File: src/rtl/msrh_freelist_alloc_ctrl.sv
// Shares one single-pop/single-push ID freelist among several allocators and release sources:
// round-robin pop arbitration, a compacting release queue, and occupancy tracking.
module msrh_freelist_alloc_ctrl #(
  parameter int SIZE     = 32,
  parameter int WIDTH    = 5,
  parameter int REQ_NUM  = 2,
  parameter int REL_NUM  = 2,
  parameter int RQ_DEPTH = 4
) (
  input  logic                       i_clk,
  input  logic                       i_reset,
  input  logic [REQ_NUM-1:0]         i_req_valid,
  output logic [REQ_NUM-1:0]         o_req_grant,
  output logic [WIDTH-1:0]           o_req_id,
  input  logic [REL_NUM-1:0]         i_rel_valid,
  input  logic [REL_NUM*WIDTH-1:0]   i_rel_id,
  output logic                       o_rel_ready,
  input  logic                       i_flush,
  output logic                       o_fl_pop,
  input  logic [WIDTH-1:0]           i_fl_pop_id,
  output logic                       o_fl_push,
  output logic [WIDTH-1:0]           o_fl_push_id,
  output logic [$clog2(SIZE+1)-1:0]  o_free_cnt,
  output logic                       o_overflow
);
  localparam int CNT_W = $clog2(SIZE + 1);
  localparam int PTR_W = (RQ_DEPTH > 1) ? $clog2(RQ_DEPTH) : 1;
  localparam int QC_W  = PTR_W + 1;
  localparam int RR_W  = (REQ_NUM > 1) ? $clog2(REQ_NUM) : 1;

  localparam logic [1:0] INIT = 2'd0;
  localparam logic [1:0] RUN  = 2'd1;
  localparam logic [1:0] HOLD = 2'd2;

  localparam logic [CNT_W-1:0] FREE_FULL = CNT_W'(SIZE);
  localparam logic [CNT_W-1:0] CNT_ONE   = CNT_W'(1);
  localparam logic [QC_W-1:0]  Q_ONE     = QC_W'(1);
  localparam logic [QC_W-1:0]  Q_DEPTH   = QC_W'(RQ_DEPTH);
  localparam logic [QC_W-1:0]  Q_BURST   = QC_W'(REL_NUM);
  localparam logic [PTR_W-1:0] PTR_ONE   = PTR_W'(1);

  function automatic logic [RR_W-1:0] rr_wrap(input logic [RR_W-1:0] base, input int ofs);
    int sum;
    sum = int'(base) + ofs;
    if (sum >= REQ_NUM) sum = sum - REQ_NUM;
    return RR_W'(sum);
  endfunction

  logic [1:0]       state, state_nxt;
  logic [CNT_W-1:0] free_cnt, free_cnt_nxt;
  logic [RR_W-1:0]  rr_ptr, cand, grant_idx;
  logic             grant_hit, grant_fire;
  logic             overflow;
  logic [WIDTH-1:0] rq_mem [RQ_DEPTH];
  logic [PTR_W-1:0] rq_head, rq_tail;
  logic [QC_W-1:0]  rq_cnt, rq_cnt_nxt, enq_num;
  logic [PTR_W-1:0] enq_ofs [REL_NUM];
  logic             deq, ovf_hit;

  // First valid requester at or after rr_ptr
  always_comb begin
    grant_hit = 1'b0;
    grant_idx = '0;
    cand      = '0;
    for (int i = 0; i < REQ_NUM; i++) begin
      cand = rr_wrap(rr_ptr, i);
      if (!grant_hit && i_req_valid[cand]) begin
        grant_hit = 1'b1;
        grant_idx = cand;
      end
    end
  end

  // Uses the registered count, so an ID pushed this cycle is only poppable next cycle
  assign grant_fire = grant_hit && (state == RUN) && !i_flush && (free_cnt != '0);

  always_comb begin
    o_req_grant = '0;
    if (grant_fire) o_req_grant[grant_idx] = 1'b1;
  end

  assign o_fl_pop = grant_fire;
  assign o_req_id = i_fl_pop_id;

  // Valid lanes are packed into consecutive slots in source order
  always_comb begin
    enq_num = '0;
    for (int k = 0; k < REL_NUM; k++) begin
      enq_ofs[k] = enq_num[PTR_W-1:0];
      if (i_rel_valid[k]) enq_num = enq_num + Q_ONE;
    end
  end

  assign o_rel_ready  = (state != INIT) && ((Q_DEPTH - rq_cnt) >= Q_BURST);
  assign deq          = (rq_cnt != '0) && (state != INIT);
  // A push into an already full freelist is dropped and flagged rather than corrupting the count
  assign ovf_hit      = deq && (free_cnt == FREE_FULL);
  assign o_fl_push    = deq && !ovf_hit;
  assign o_fl_push_id = rq_mem[rq_head];
  assign o_free_cnt   = free_cnt;
  assign o_overflow   = overflow;

  always_comb begin
    rq_cnt_nxt = rq_cnt;
    if (o_rel_ready) rq_cnt_nxt = rq_cnt_nxt + enq_num;
    if (deq)         rq_cnt_nxt = rq_cnt_nxt - Q_ONE;
  end

  always_comb begin
    free_cnt_nxt = free_cnt;
    if (o_fl_push && !o_fl_pop)      free_cnt_nxt = free_cnt + CNT_ONE;
    else if (!o_fl_push && o_fl_pop) free_cnt_nxt = free_cnt - CNT_ONE;
  end

  always_comb begin
    state_nxt = state;
    case (state)
      INIT:    state_nxt = RUN;
      RUN:     if (i_flush) state_nxt = HOLD;
      HOLD:    if (!i_flush && (rq_cnt_nxt == '0)) state_nxt = RUN;
      default: state_nxt = INIT;
    endcase
  end

  always_ff @(posedge i_clk or posedge i_reset) begin
    if (i_reset) begin
      state    <= INIT;
      free_cnt <= FREE_FULL;
      rq_head  <= '0;
      rq_tail  <= '0;
      rq_cnt   <= '0;
      rr_ptr   <= '0;
      overflow <= 1'b0;
    end else begin
      state    <= state_nxt;
      free_cnt <= free_cnt_nxt;
      rq_cnt   <= rq_cnt_nxt;
      if (deq)         rq_head <= rq_head + PTR_ONE;
      if (o_rel_ready) rq_tail <= rq_tail + enq_num[PTR_W-1:0];
      if (grant_fire)  rr_ptr  <= rr_wrap(grant_idx, 1);
      if (ovf_hit)     overflow <= 1'b1;
    end
  end

  // Queue storage carries no reset; the pointers alone define what is live
  always_ff @(posedge i_clk) begin
    if (o_rel_ready) begin
      for (int k = 0; k < REL_NUM; k++) begin
        if (i_rel_valid[k]) rq_mem[rq_tail + enq_ofs[k]] <= i_rel_id[k*WIDTH +: WIDTH];
      end
    end
  end

endmodule

File: config.mk
export PLATFORM = sky130hd
export DESIGN_NAME = msrh_freelist_alloc_ctrl
export DESIGN_NICKNAME = d
export VERILOG_FILES = /design/src/rtl/msrh_freelist_alloc_ctrl.sv
export SDC_FILE = /design/constraint.sdc
export NUM_CORES = 1
export LEC_CHECK = 0
export CAP_MARGIN = 20
export CORE_MARGIN = 5
export CORE_UTILIZATION = 53
export CTS_BUF_LIST = sky130_fd_sc_hd__clkbuf_8
export DETAILED_ROUTE_END_ITERATION = 10
export GPL_TIMING_DRIVEN = 0
export PLACE_DENSITY = 0.86
export SLEW_MARGIN = 20
export SYNTH_ARGS = -nofsm -noshare
export SYNTH_HDL_FRONTEND = slang
export SYNTH_SLANG_ARGS = --single-unit
File: constraint.sdc
create_clock -name i_clk -period 3.9 [get_ports i_clk]
set_input_delay 0.585 -clock i_clk [delete_from_list [all_inputs] [get_ports i_clk]]
set_output_delay 0.585 -clock i_clk [all_outputs]
set_load 0.01 [all_outputs]
After elaboration in Yosys (flattened, before gate mapping)
Memory sizes are Yosys's and may differ from the RTL's. Index checks and enable logic that the tools add are counted.

Memories kept: 1. Latch bits: 0. Register bits after elaboration: 17. Output and inout bits: 22. Bits of input ports: 22. RAM bits: 20. Bits in read-only memories: 0. Word-level logic and storage cells: 88.

Memories: rq_mem (depth 4, bits a word 5, read ports 1, clocked after memory_dff 0, wr ports 2, line 54) `logic [WIDTH-1:0] rq_mem [RQ_DEPTH];`.

Shift-type cells: 0. Order comparisons: 8. Multipliers: 0. Divide/modulo/power cells: 0. Bitwise logic cells: 0. Reductions and logical operators: 24. Muxes and demuxes: 29. Add/subtract/negate cells: 14. Equality and inequality tests: 5.

Operator list (count): $mux 1 (19); $logic_and 1x1->1 (12); $mux 6 (2); $mux 3 (3); $add 6x1->6 const B (1); $eq 6x6->1 const B (1); $lt 1x2->1 const B (3); $mux 2 (3); $pmux 2 s3 (1); $reduce_bool 6->1 (1); $sub 6x1->6 const B (1); $logic_not 1->1 (5); $add 1x1->2 const B (2); $add 2x2->2 (2); $ge 2x2->1 const B (2); $ne 2x2->1 const B (2); $reduce_bool 2->1 (2); $add 3x1->3 const B (1); $add 3x3->3 (1); $ge 3x2->1 const B (1); $logic_not 3->1 (1); $reduce_bool 3->1 (1); $sub 1x1->1 const B (3); $sub 3x1->3 const B (1); 9 further kinds (9).

Longest topological paths before layout
Depth in word-level cells: 14. Gate-level depth with buffers: 14. Mapped depth without buffers: 13.

Worst setup path before layout
OpenSTA, ideal clock, no wires.

Path kind: reg2reg. Start point: register rq_cnt[1]. End point: register free_cnt[5], in the netlist o_free_cnt[5]. Setup slack: 0.833 ns. Data required time: 3.825 ns. Setup time: 0.075 ns. Period minus slack after synthesis: 3.067 ns. Cell stages (with the launch flop): 14. Buffers on the path: 0. Arrival time: 2.992 ns. Cell sequence: dfrtp_1 -> inv_1 -> ha_1 -> ha_1 -> o21bai_1 -> a21oi_1 -> ha_1 -> inv_1 -> ha_1 -> nand2_1 -> o21ai_0 -> mux2i_1 -> a2111oi_0 -> xnor2_1.

Word-level cells in the longest chain between the ends: 8. Elaborated cells on any way between the ends: 10. Classes of those cells: mux (1); reduce/logical (9).

RTL lines: start: declaration (line 56) `logic [QC_W-1:0] rq_cnt, rq_cnt_nxt, enq_num;`; start signal: assignment (line 137) `rq_cnt <= rq_cnt_nxt;`; $reduce_bool 3->1 (*) (line 95) `assign deq = (rq_cnt != '0) && (state != INIT);`; $logic_and 1x1->1 (*) (line 95); $logic_and 1x1->1 (line 97) `assign ovf_hit = deq && (free_cnt == FREE_FULL);`; $logic_not 1->1 (line 98) `assign o_fl_push = deq && !ovf_hit;`; $logic_and 1x1->1 (*) (line 98); via o_fl_push (line 21) `output logic o_fl_push,`; $logic_not 1->1 (line 112) `else if (!o_fl_push && o_fl_pop) free_cnt_nxt = free_cnt - CNT_ONE;`; $logic_and 1x1->1 (line 112); $reduce_bool 2->1 (no source line); end signal: assignment (line 136) `free_cnt <= free_cnt_nxt;`; end: declaration (line 50) `logic [CNT_W-1:0] free_cnt, free_cnt_nxt;`.

Mark *: on every way through the listed nets, which the timed path passes. The rest lies on a longest branch. A chain may end at the register's enable or synchronous reset.

Worst setup path in the final report
Start point: register rq_cnt[1]. End point: register free_cnt[5], in the netlist o_free_cnt[5].

Word-level cells in the longest chain between the ends: 8. Elaborated cells on any way between the ends: 10. Classes of those cells: mux (1); reduce/logical (9).

RTL lines (line): $reduce_bool 3->1 (*) (95); $logic_and 1x1->1 (*) (95); $logic_and 1x1->1 (97); $logic_not 1->1 (98); $logic_and 1x1->1 (*) (98); $logic_not 1->1 (112); $logic_and 1x1->1 (112); $reduce_bool 2->1 (no source line).

Mark *: on every way between the ends. The rest lies on a longest branch, timed or not.

==> reports/metrics.cfg <==
[clock_network]
cts.sinks=37
tritoncts=done
clkTransAtPathRegs_ns=0.08
htree_num_levels=2
clk_latency_ns=0.29
cts_buffers=5
clk_path_buf_depth=2
cts_setup_buffers=0
cts-resized-gates=0
ctsHoldBuffers=0
root_buffer=clkbuf_8

[timing]
fin_skew_ns=0.00765
maxSlewHeadroom_pct=38.5
min_period_over_period_pct=89.9
finalMaxSlewViolations=0
rsz0062_at_grt=no
worst-slew-pin-transition_ns=0.913
max_freq_mhz=285
worst_slack_ns=0.395
timing.setup.tns_ns=0
finalHoldViolCount=0
setup_violations=0
finalCriticalPeriod_ns=3.51

[die]
die-width_um=74.7
num_rows=23
initial_core_util_pct=55.1
die_y_um=74.7
ioPinCount=44
coreArea_um2=4030
die_area_um2=5580

[final_layout]
instances_no_fill=276
nets=262
drive_gt1_share_pct=22.1
postLayoutCellArea_um2=2750
layout_commonest_cell=clkdlybuf4s50_1
diodes=0
area_growth_pct=23.8
n_fill_cell=307
final_cell_mix=clkdlybuf4s50_1, mux2_2, edfxtp_1

[power_and_ir_drop]
clock_power_share_pct=9.8
sw_frac_of_total_pct=40.9
comb_power_share_pct=62.0
irDropWorstVdd_mv=0.686
seqPwrFrac_pct=28.2
total_leakage_power_nw=1.09
intPower_w=0.00160
p_per_area_nw_per_um2=982
p_total_w=0.00270
power_switching_w=0.00110

[grt]
grt_start_max_net_pins=18
first_global_vias=1692
antenna_found_initial=0
grt_pass1_wl_mm=8.00
grt_overflow_total=0
grt.total_usage_pct=19.5

[synth]
synth_warnings=0
avgSynthCellArea_um2=12.3
yosysUniqueCellTypes=49
netlist_instances=180
seq_area_frac_synth_pct=46.3
synth_area_um2=2220
synth_nets=217
ys_seq_elements=37
synth_edf_count=20
synthArstFlopShare_pct=45.9
synth_flop_cell=edfxtp_1

[setup_path]
startpoint=rq_cnt[1]
critPathLaunchType=flip-flop
r2r_start=rq_cnt[1]
crit_path_max_incr_delay_ns=0.65
endpoint=o_free_cnt[5]
arrival_ns=3.72
reg2regPathDepth=13
worstPathMaxFanout=5
rrSetupSlack_ns=0.39
path_cells=inv_1 > ha_1 > ha_1 > o21bai_1 > a21oi_1 > ha_1 > inv_1 > ha_1 > nand2_1 > o21ai_0 > mux2i_1 > a2111oi_0 > xnor2_1
worst-setup-path-type=reg2reg
rr_endpoint=o_free_cnt[5]
end_kind=flip-flop
critPathMostFrequentCell=ha_1
slowest_stage=a2111oi_0
required_ns=4.11

[flow_run]
maxCapViolations=0

[placement]
numPortBuffers=38
dp_hpwl_mm=3.41
dpl_cell_area_um2=2660
dp_cells=268
place_congestion=0.778
post-place-ws_ns=0.343

[drt]
via_per_inst=5.63
drc_errors=0
final_antenna_net_count=0
wl_per_cell_um=17.0
first_pass_iters=4
vias=1553
drt_iter0_drc=100
wirelength_mm=4.69

[outcome]
status=completed

[worst_hold_path]
worstHoldPathType=reg2reg

registers in the layout (all words and copies together) (netlist names):
register,count
rq_cnt,3
rq_head,2
rq_mem,20
o_free_cnt,6
rr_ptr,1
rq_tail,2
state,2
o_overflow,1
power groups by stage:
stage	Clock, W	Combinational [W]	Sequential [W]
after global routing	0.000287	0.00187	0.000784
after detailed placement	0	0.00166	0.000764
final	0.000264	0.00167	0.000762
after floorplan	0	0.00116	0.000749
after CTS	0.000266	0.00169	0.000761
after global placement	0	0.00158	0.000755
Yosys cell counts, types with 2 or more instances:
cell type,n,area share (%)
nand2_1,11,1.9
nand3_2,2,0.90
edfxtp_1,20,27
fa_1,2,1.8
buf_2,3,0.68
xnor2_1,8,3.2
nor2_1,11,1.9
nor2b_1,2,0.56
xor2_1,3,1.2
a21oi_1,5,1.1
o21ai_0,7,1.6
dfrtp_1,16,18
o221ai_1,2,0.79
or3_1,2,0.56
mux4_2,5,5.1
ha_1,13,7.3
o22ai_1,2,0.56
buf_4,6,2.0
inv_1,9,1.5
nor4_1,2,0.56
mux2_2,21,11
layer usage:
layer,wire length [um],part of all wire [%],track usage [%],vias to the layer above
li1,-,-,-,746
met1,1880,40,22.7,750
met2,2470,53,34.1,50
met3,253,5.4,4.54,7
met4,79,1.7,8.70,0
met5,0,0,0,-
how the worst min path moves through the flow:
stage               slack, ns    endpoint  cells past startpoint  startpoint
finish                   0.49  o_overflow                      1  o_overflow
global route             0.53  o_overflow                      1  o_overflow
CTS                      0.50  o_overflow                      1  o_overflow
detailed placement       0.48  o_overflow                      1  o_overflow
global placement         0.47  o_overflow                      1  o_overflow
floorplan                0.46      rr_ptr                      2      rr_ptr
cell families (layout without fill, tap and decap cells):
kind of cell | count (synthesis) | after routing | synth area share (%)
simple gates | 44 | 44 | 10.7
flops | 37 | 37 | 46.3
mux | 27 | 27 | 16.2
compound gates | 25 | 25 | 7.73
buf+inv | 20 | 66 | 4.57
fa+ha+maj | 15 | 15 | 9.14
xor+xnor | 12 | 12 | 5.36
layout make-up:
| cell class | instances | area (um^2) | area share (%) |
|---|---|---|---|
| Buffer | 11 | 67.6 | 2.46 |
| Clock buffer | 5 | 68.8 | 2.51 |
| Clock inverter | 3 | 16.3 | 0.592 |
| Inverter | 9 | 33.8 | 1.23 |
| Multi-Input combinational cell | 123 | 1090 | 39.7 |
| Sequential cell | 37 | 1030 | 37.4 |
| Tap cell | 50 | 62.6 | 2.28 |
| Timing Repair Buffer | 38 | 380 | 13.8 |
per-stage QoR:
| step | hold slack [ns] | util [%] |
|---|---|---|
| after global placement | 0.474 | 66.1 |
| after detailed placement | 0.481 | 66.1 |
| after global routing | 0.534 | 68.2 |
| after floorplan | 0.461 | - |
| after CTS | 0.498 | 68.2 |
| final | 0.492 | 68.2 |
critical path, delay by kind of cell, from the launching register on:
kind	cells	cell delay [ns]
AO/OA/AOI/OAI	4	1.41
XOR/XNOR	1	0.19
adder cells (fa/ha/maj)	4	1.01
buffers and inverters	2	0.21
flip-flops	1	0.43
multiplexers	1	0.12
AND/OR/NAND/NOR	1	0.06
Power figures use the tool's default switching activity.
